===== src/rtl/wb_bank_arbiter.sv =====
// -----------------------------------------------------------------------------
// wb_bank_arbiter
//   Arbitrates NUM_PORTS pipelined Wishbone masters onto NUM_BANKS single-port
//   RAM banks. Each bank has its own round-robin pointer. A bank grant is
//   combinational, so the winner sees no stall in the same cycle. The accepted
//   beat is acknowledged one cycle later.
//   With HOLD_CYC=1 a bank stays with its first grantee until that port drops
//   wb_cyc_i. This gives a bus-lock for the whole Wishbone cycle.
//
// Ports
//   clk          clock, all state updates on posedge
//   rst_n        asynchronous active-low reset
//   wb_cyc_i     per-port cycle-valid
//   wb_stb_i     per-port strobe
//   bank_sel_i   per-port target bank, slice [p*BANK_W +: BANK_W]
//                (values >= NUM_BANKS are ignored)
//   wb_stall_o   per-port: request present but not granted this cycle
//   wb_ack_o     per-port: beat accepted in the previous cycle completes
//   bank_en_o    per-bank: bank accessed this cycle
//   bank_port_o  per-bank: granted port, slice [b*PORT_W +: PORT_W] (0 if idle)
// -----------------------------------------------------------------------------
module wb_bank_arbiter #(
    parameter int NUM_PORTS = 2,
    parameter int NUM_BANKS = 2,
    parameter int HOLD_CYC  = 0
) (
    input  logic                            clk,
    input  logic                            rst_n,
    input  logic [NUM_PORTS-1:0]            wb_cyc_i,
    input  logic [NUM_PORTS-1:0]            wb_stb_i,
    input  logic [NUM_PORTS*((NUM_BANKS > 1) ? $clog2(NUM_BANKS) : 1)-1:0] bank_sel_i,
    output logic [NUM_PORTS-1:0]            wb_stall_o,
    output logic [NUM_PORTS-1:0]            wb_ack_o,
    output logic [NUM_BANKS-1:0]            bank_en_o,
    output logic [NUM_BANKS*$clog2(NUM_PORTS)-1:0] bank_port_o
);

    localparam int PORT_W = $clog2(NUM_PORTS);
    localparam int BANK_W = (NUM_BANKS > 1) ? $clog2(NUM_BANKS) : 1;
    localparam logic [BANK_W:0] NUM_BANKS_L = (BANK_W+1)'(NUM_BANKS);
    localparam logic [PORT_W:0] NUM_PORTS_L = (PORT_W+1)'(NUM_PORTS);
    localparam logic [PORT_W-1:0] LAST_PORT = PORT_W'(NUM_PORTS - 1);

    logic [BANK_W-1:0]                   sel_w [NUM_PORTS];
    logic [NUM_PORTS-1:0]                req;
    logic [NUM_BANKS-1:0][NUM_PORTS-1:0] gnt_mat;
    logic [NUM_PORTS-1:0]                granted;
    logic [NUM_PORTS-1:0]                ack_q;

    // Per-port request decode. Out-of-range bank selects are treated as idle.
    for (genvar gi = 0; gi < NUM_PORTS; gi++) begin : g_port
        assign sel_w[gi] = bank_sel_i[gi*BANK_W +: BANK_W];
        assign req[gi]   = wb_cyc_i[gi] & wb_stb_i[gi] & ({1'b0, sel_w[gi]} < NUM_BANKS_L);
    end

    // Per-bank arbiter: round-robin pointer plus optional owner lock.
    for (genvar gi = 0; gi < NUM_BANKS; gi++) begin : g_bank
        logic [PORT_W-1:0]    rr_q, rr_d;
        logic                 own_vld_q, own_vld_d;
        logic [PORT_W-1:0]    own_port_q, own_port_d;
        logic                 owner_active;
        logic [NUM_PORTS-1:0] cand;
        logic                 found;
        logic [PORT_W-1:0]    win;

        // The lock only excludes other ports while the owner's cycle is still
        // open. When the owner drops cyc, the bank is free again in that same cycle.
        assign owner_active = (HOLD_CYC != 0) && own_vld_q && wb_cyc_i[own_port_q];

        always_comb begin
            for (int p = 0; p < NUM_PORTS; p++) begin
                cand[p] = req[p] && (sel_w[p] == BANK_W'(gi))
                          && (!owner_active || (own_port_q == PORT_W'(p)));
            end
        end

        // Scan upward from the pointer, wrapping modulo NUM_PORTS.
        always_comb begin
            logic [PORT_W:0] idx;
            found = 1'b0;
            win   = '0;
            for (int i = 0; i < NUM_PORTS; i++) begin
                idx = {1'b0, rr_q} + (PORT_W+1)'(i);
                if (idx >= NUM_PORTS_L) begin
                    idx = idx - NUM_PORTS_L;
                end
                if (!found && cand[idx[PORT_W-1:0]]) begin
                    found = 1'b1;
                    win   = idx[PORT_W-1:0];
                end
            end
        end

        always_comb begin
            rr_d       = rr_q;
            own_vld_d  = own_vld_q;
            own_port_d = own_port_q;
            if (found) begin
                rr_d = (win == LAST_PORT) ? '0 : win + 1'b1;
            end
            // The owner is (re)captured whenever the bank is not locked. A grant
            // in that state always goes to a port whose cyc is high.
            if (!owner_active) begin
                own_vld_d  = (HOLD_CYC != 0) && found;
                own_port_d = found ? win : own_port_q;
            end
        end

        always_ff @(posedge clk or negedge rst_n) begin
            if (!rst_n) begin
                rr_q       <= '0;
                own_vld_q  <= 1'b0;
                own_port_q <= '0;
            end else begin
                rr_q       <= rr_d;
                own_vld_q  <= own_vld_d;
                own_port_q <= own_port_d;
            end
        end

        assign gnt_mat[gi]                        = found ? (NUM_PORTS'(1) << win) : '0;
        assign bank_en_o[gi]                      = found;
        assign bank_port_o[gi*PORT_W +: PORT_W]   = found ? win : '0;
    end

    // Each port targets a single bank, so at most one row sets each bit.
    always_comb begin
        granted = '0;
        for (int b = 0; b < NUM_BANKS; b++) begin
            granted = granted | gnt_mat[b];
        end
    end

    always_ff @(posedge clk or negedge rst_n) begin
        if (!rst_n) begin
            ack_q <= '0;
        end else begin
            ack_q <= granted;
        end
    end

    assign wb_stall_o = req & ~granted;
    // If the master drops cyc, the pending ack is suppressed (cycle abort).
    assign wb_ack_o   = ack_q & wb_cyc_i;

endmodule


===== config.mk =====
export PLATFORM = sky130hd
export DESIGN_NAME = wb_bank_arbiter
export DESIGN_NICKNAME = d
export VERILOG_FILES = /design/src/rtl/wb_bank_arbiter.sv
export SDC_FILE = /design/constraint.sdc
export NUM_CORES = 1
export LEC_CHECK = 0
export ABC_AREA = 1
export BUFFER_PORTS_ARGS = -buffer_cell sky130_fd_sc_hd__buf_2
export CORE_AREA = 2 2 39 41
export CTS_BUF_LIST = sky130_fd_sc_hd__clkbuf_4
export CTS_CLUSTER_DIAMETER = 120
export DETAILED_ROUTE_END_ITERATION = 12
export DIE_AREA = 0 0 41 43
export PLACE_DENSITY = 0.53
export SLEW_MARGIN = 20
export SYNTH_ARGS = -nofsm -noshare
export SYNTH_HDL_FRONTEND = slang
export SYNTH_SLANG_ARGS = --single-unit

===== constraint.sdc =====
create_clock -name clk -period 1.52 [get_ports clk]
set_input_delay 0.228 -clock clk [delete_from_list [all_inputs] [get_ports clk]]
set_output_delay 0.228 -clock clk [all_outputs]
set_load 0.03 [all_outputs]

### After elaboration in Yosys (flattened, before gate mapping)

Cells that the tools add are included.

| word-level totals | value |
|---|---|
| logic and storage cells | 63 |
| register bits after elaboration | 4 |
| output and inout port bits | 8 |
| input bits | 8 |

| operators by class | value |
|---|---|
| add/sub/neg operators | 8 |
| reductions and logical operators | 8 |
| shifts and indexed selects | 2 |
| bitwise gates (word level) | 8 |
| $lt $le $gt $ge | 8 |
| mux-type cells | 26 |

Operator list:

| cell | count |
|---|---|
| $mux W1 | 24 |
| $lt A1 B2 Y1 const B | 4 |
| $logic_and A1 B1 Y1 | 6 |
| $add A1 B1 Y2 const B | 2 |
| $and A2 B2 Y2 | 2 |
| $ge A1 B2 Y1 const B | 2 |
| $ge A2 B2 Y1 const B | 2 |
| $mux W2 | 2 |
| $shl A1 B1 Y2 const A | 2 |
| $sub A1 B1 Y1 const B | 4 |
| $add A1 B1 Y1 const B | 2 |
| $and A1 B1 Y1 | 2 |
| $logic_not A1 Y1 | 2 |
| $not A1 Y1 | 2 |
| $not A2 Y2 | 1 |
| $or A2 B2 Y2 | 1 |

### Longest topological paths before layout

| depth | value |
|---|---|
| depth in word-level cells | 13 |
| mapped depth | 6 |
| depth with buffers taken out | 6 |

### Least setup slack after synthesis

OpenSTA, ideal clock, no wires.

| timing path | value |
|---|---|
| path kind | reg2out |
| start | register g_bank[1].rr_q |
| end | output wb_stall_o[0] |
| data arrival time | 0.950 ns |
| cell stages (with the launch flop) | 5 |
| slack | 0.342 ns |
| data required time | 1.292 ns |
| buffers on the path | 0 |
| path through | dfrtp_1 > inv_1 > o21ai_1 > nand2_1 > nor2_1 |

| between the ends | value |
|---|---|
| word-level cells in the longest chain between the ends | 13 |
| elaborated cells on any way between the ends | 22 |
| those cells by class | add/sub (3); order compare (2); shift (1); mux (11); bitwise (3); reduce/logical (2) |

Ends and longest elaborated chain:

| what | line | source |
|---|---|---|
| start, declared | 58 | `logic [PORT_W-1:0] rr_q, rr_d;` |
| start signal, assigned | 115 | `rr_q <= rr_d;` |
| $ge A1 B2 Y1 / $sub A1 B1 Y1 (equally long branches) | 84, 85 |  |
| $mux W1 | 84 | `if (idx >= NUM_PORTS_L) begin` |
| $mux W1 (not written as such) (2 in a row) | 87 | `if (!found && cand[idx[PORT_W-1:0]]) begin` |
| $mux W1 | 87 |  |
| $logic_not A1 Y1 | 87 |  |
| $logic_and A1 B1 Y1 | 87 |  |
| $mux W1 | 87 |  |
| $shl A1 B1 Y2 | 121 | `assign gnt_mat[gi] = found ? (NUM_PORTS'(1) << win) : '0;` |
| $mux W2 * | 121 |  |
| $or A2 B2 Y2 * | 130 | `granted = granted \| gnt_mat[b];` |
| net granted[0] | 47 | `logic [NUM_PORTS-1:0] granted;` |
| $not A2 Y2 * | 142 | `assign wb_stall_o = req & ~granted;` |
| $and A2 B2 Y2 * | 142 |  |
| end, declared | 32 | `output logic [NUM_PORTS-1:0] wb_stall_o,` |

Mark *: on every way through the listed nets, which the timed path passes. The rest lies on a longest branch. The select of a mux whose other input is x is not followed.

### Worst setup path after layout

| timing path | value |
|---|---|
| start | register g_bank[0].rr_q |
| end | output wb_stall_o[1] |

| between the ends | value |
|---|---|
| word-level cells in the longest chain between the ends | 13 |
| elaborated cells on any way between the ends | 22 |
| those cells by class | add/sub (3); order compare (2); shift (1); mux (11); bitwise (3); reduce/logical (2) |

Ends and longest elaborated chain:

| what | line |
|---|---|
| start, declared | 58 |
| start signal, assigned | 115 |
| $ge A1 B2 Y1 / $sub A1 B1 Y1 (equally long branches) | 84, 85 |
| $mux W1 | 84 |
| $mux W1 (not written as such) (2 in a row) | 87 |
| $mux W1 | 87 |
| $logic_not A1 Y1 | 87 |
| $logic_and A1 B1 Y1 | 87 |
| $mux W1 | 87 |
| $shl A1 B1 Y2 | 121 |
| $mux W2 * | 121 |
| $or A2 B2 Y2 * | 130 |
| net granted[1] | 47 |
| $not A2 Y2 * | 142 |
| $and A2 B2 Y2 * | 142 |

Marked as above.

==> flow_results.org <==
** Detailed routing
- Via count :: approximately 290
- In this run the remaining antenna-violating nets after routing total 0.
- Routed length per instance :: approximately 7.8 um
- Number of iterations in the first detailed-routing pass :: 4
- Total DRC errors in the routed layout :: 0
- For this block, the initial DRC count from the detailed router was 4.
- Final wirelength :: roughly 550 um
- Vias/cell :: just over 4

** Clocking
- Clock latency on the worst-skew pair, taken at its later pin, is around 0.23 ns.
- Clock-pin slew was measured on the worst setup and hold paths at about 0.040 ns.
- Cell chosen for the clock root :: sky130_fd_sc_hd__clkbuf_4
- In this run the number of H-tree levels came out at 1.
- Buffer depth of the longest clock path :: 2
- TritonCTS built the clock tree.
- The clock drives 4 sinks.
- In this run the post-CTS setup repair buffer count came out at 0.
- Buffers inserted during clock tree synthesis total 3.

** Global route
- Number of antenna violations at the first check in global routing :: 0
- The first global-routing pass estimated about 850 um of wire.
- Leftover overflow at the end of global routing :: 0
- Global-route total usage across every layer :: under 10%
- The number of global-route vias before repair was between 200 and 250.
- Pin count of the biggest net entering global routing :: 6

** Timing
- Period utilization :: 89.8%
- Hold is met by ~0.33 ns.
- Sum Neg Setup Slack :: 0 ns
- Slew headroom :: 90.7%
- Final critical path time including I/O delays and setup :: between 1 and 1.5 ns
- The final-report hold violation count is 0.
- RSZ-0062 raised after global routing :: false
- Setup slack closes at 0.155 ns.
- Post-route clock skew :: approximately 0.0017 ns
- Setup violations remaining at the end of the flow were counted as 0.
- For the pin with the worst max-slew slack, the measured transition is between 0.1 and 0.15 ns.
- The final-report max-slew violation count came to 0.
- Derived from the worst setup path, the maximum achievable clock frequency is 732 MHz.

** Floorplan
- After floorplanning, the core was divided into 14 placement rows.
- Once the floorplan was initialized, standard cells occupied a little under a fifth of the core.
- The die covers roughly 1800 um2.
- The region available for standard cell placement spans between 1000 and 1500 um2.
- 16 I/O pins were placed.
- Horizontal extent of the die :: about 41 um
- Height of the chip :: around 43 um

** Logic synthesis
- The number of nets handed over by synthesis was 46.
- Synthesis inferred 4 register bits.
- Synthesized netlist cell count :: 38
- Yosys Warn Count :: 0
- Netlist area before placement :: 265 um2
- The netlist uses 11 different library cells.
- Synthesized area per cell :: 6.98 um2
- Sequential share of the synthesized area :: a little under two fifths

** Cells and area
- Summing all flip-flop and latch instances after layout gives between 100 and 150 um2.
- Synth-to-layout area growth :: 42.5%
- The top cell types in the final layout, fill and taps aside, are 15 x sky130_fd_sc_hd__buf_2, 9 x sky130_fd_sc_hd__inv_1, 5 x sky130_fd_sc_hd__nand2_2, 5 x sky130_fd_sc_hd__nand2_1.
- In the final design database the tool counted between 60 and 70 nets.
- 0 antenna diodes ended up in the layout.
- The post-route netlist has around half of its cells at a drive strength greater than 1.
- Most common library cell in the layout ignoring fill and taps :: sky130_fd_sc_hd__buf_2
- Fillcell total :: 158
- In the final layout, the multi-input gates occupy around 110 um2.

** Setup path
- For this design, the slowest cell found on the critical path is sky130_fd_sc_hd__dfrtp_1.
- Critical path peak fanout :: 3
- The worst setup path is captured at an output pin.
- The worst setup path is launched from a flip-flop.
- Critical path required time :: 1.29 ns
- FF-to-FF setup slack :: around 0.75 ns
- Critical path buffers and inverters :: 2
- The worst register-to-register path has a depth of 4.
- The signal on the critical path passes through inv_1, nand2_1, nand2_2, nand2_2, nor2_2, buf_2.
- For this run, the slowest stage of the critical path takes about 0.35 ns.
- Cell mode on critical path :: sky130_fd_sc_hd__nand2_2
- Category of the most critical setup path :: reg -> out
- The worst register-to-register path begins at g_bank[0].rr_q$_DFFE_PN0N_.
- In this run the critical register-to-register path is captured at ack_q[1]$_DFF_PN0_.
- The kind of cell with the highest combined delay along the critical path is flip-flops.
- Data arrives at the worst endpoint at 1.14 ns.

** Pwr
- Power Dens Cells :: roughly 920 nW/um2
- The analysis attributes to net switching a power of between 100 and 150 uW.
- Combinational logic is responsible for 27.1% of the overall power.
- Sequential cells account for between 30% and 40% of the total power.
- Across the VDD grid, the largest voltage drop is between 0.4 and 0.5 mV.
- Switching share of power :: 30.6%
- Power comes to 348 uW.
- Of the total power, the clock network draws 36.3%.
- Summed over all cells, the static leakage comes to ~0.25 nW.
- The internal power of the cells totals around 240 uW.

** Worst hold path
- The worst hold path belongs to the class in -> async.

** Place
- During placement, the flow inserted port buffers numbering 15.
- At the end of routability-driven placement, the weighted congestion stood at roughly 0.7.
- Post-Place Worst Slack :: 0.304 ns
- Detailed placement finished with a half-perimeter wire length of ~470 um.

** Flow run
- Max cap viols :: 0

** Outcome
- Status :: finished, final reports clean
state kept, by name (all words and copies together), names as in the netlist:
name / count
g_bank.rr_q: 2
ack_q: 2
through the flow:
stage | instances | instance area, um2 | util (%)
4_1_cts | 71 | 378 | 27.3
6_report | 71 | 378 | 27.3
3_5_place_dp | 67 | 345 | 25.0
2_1_floorplan | 38 | 265 | -
3_3_place_gp | 67 | 345 | 25.0
5_1_grt | 71 | 378 | 27.3
logic make-up (layout without fill, tap and decap cells):
| family | count (synthesis) | after routing | synth area share, % |
|---|---|---|---|
| buffers and inverters | 12 | 29 | 19.8 |
| flip-flops | 4 | 4 | 37.7 |
| AND/OR/NAND/NOR | 16 | 16 | 31.1 |
| AO/OA/AOI/OAI | 6 | 6 | 11.3 |
area by class of cell:
| class | count | share of cell area (%) |
|---|---|---|
| clock buffer | 3 | 5.96 |
| inverter | 10 | 9.93 |
| multi-input combinational | 22 | 29.8 |
| sequential | 4 | 26.5 |
| tap | 16 | 5.30 |
| timing repair buffer | 16 | 22.5 |
layer usage:
layer	vias to the layer above	wire length (um)	track usage, %
li1	147	-	-
met1	128	218	7.79
met2	11	283	10.0
met3	0	50	7.85
met4	0	0	6.00
met5	-	0	0
what timing repair did:
item / CTS / global route
gates resized for setup: 0 / 0
hold endpoints to repair: 4 / 0
hold buffers: 1 / 0
power by group through the flow:
stage / Clock, mW / Combinational [mW] / Sequential [mW]
5_1_grt: 0.149 / 0.106 / 0.129
3_5_place_dp: 0 / 0.0934 / 0.129
6_report: 0.126 / 0.0942 / 0.127
2_1_floorplan: 0 / 0.0671 / 0.128
4_1_cts: 0.135 / 0.0959 / 0.128
3_3_place_gp: 0 / 0.0920 / 0.129
synth_stat cells:
| cell | count | share of area, % |
|---|---|---|
| sky130_fd_sc_hd__nor2_1 | 1 | 1.4 |
| sky130_fd_sc_hd__nor2_2 | 3 | 7.1 |
| sky130_fd_sc_hd__nand2_2 | 5 | 12 |
| sky130_fd_sc_hd__nand2_1 | 5 | 7.1 |
| sky130_fd_sc_hd__inv_1 | 9 | 13 |
| sky130_fd_sc_hd__buf_4 | 2 | 5.7 |
| sky130_fd_sc_hd__inv_2 | 1 | 1.4 |
| sky130_fd_sc_hd__o21ai_0 | 4 | 7.5 |
| sky130_fd_sc_hd__dfrtp_1 | 4 | 38 |
| sky130_fd_sc_hd__nand3_1 | 2 | 3.8 |
| sky130_fd_sc_hd__o21ai_1 | 2 | 3.8 |
worst register-to-register path, delay by kind of cell (launching register included):
family | cells | cell delay (ns)
buffers and inverters | 1 | 0.08
DFF | 1 | 0.35
and+or+nand+nor | 3 | 0.22
how the worst max path moves through the flow:
stage,start,end,slack (ns),cells after the start
3_5_place_dp,wb_cyc_i[0],wb_stall_o[1],0.30,8
5_1_grt,g_bank[1].rr_q$_DFFE_PN0N_,wb_stall_o[1],0.05,6
6_report,g_bank[0].rr_q$_DFFE_PN0N_,wb_stall_o[1],0.15,6
2_1_floorplan,g_bank[1].rr_q$_DFFE_PN0N_,wb_stall_o[0],0.34,4
3_3_place_gp,wb_cyc_i[0],wb_stall_o[1],0.30,8
4_1_cts,g_bank[0].rr_q$_DFFE_PN0N_,wb_stall_o[1],0.14,6
(Power assumes the default switching activity.)
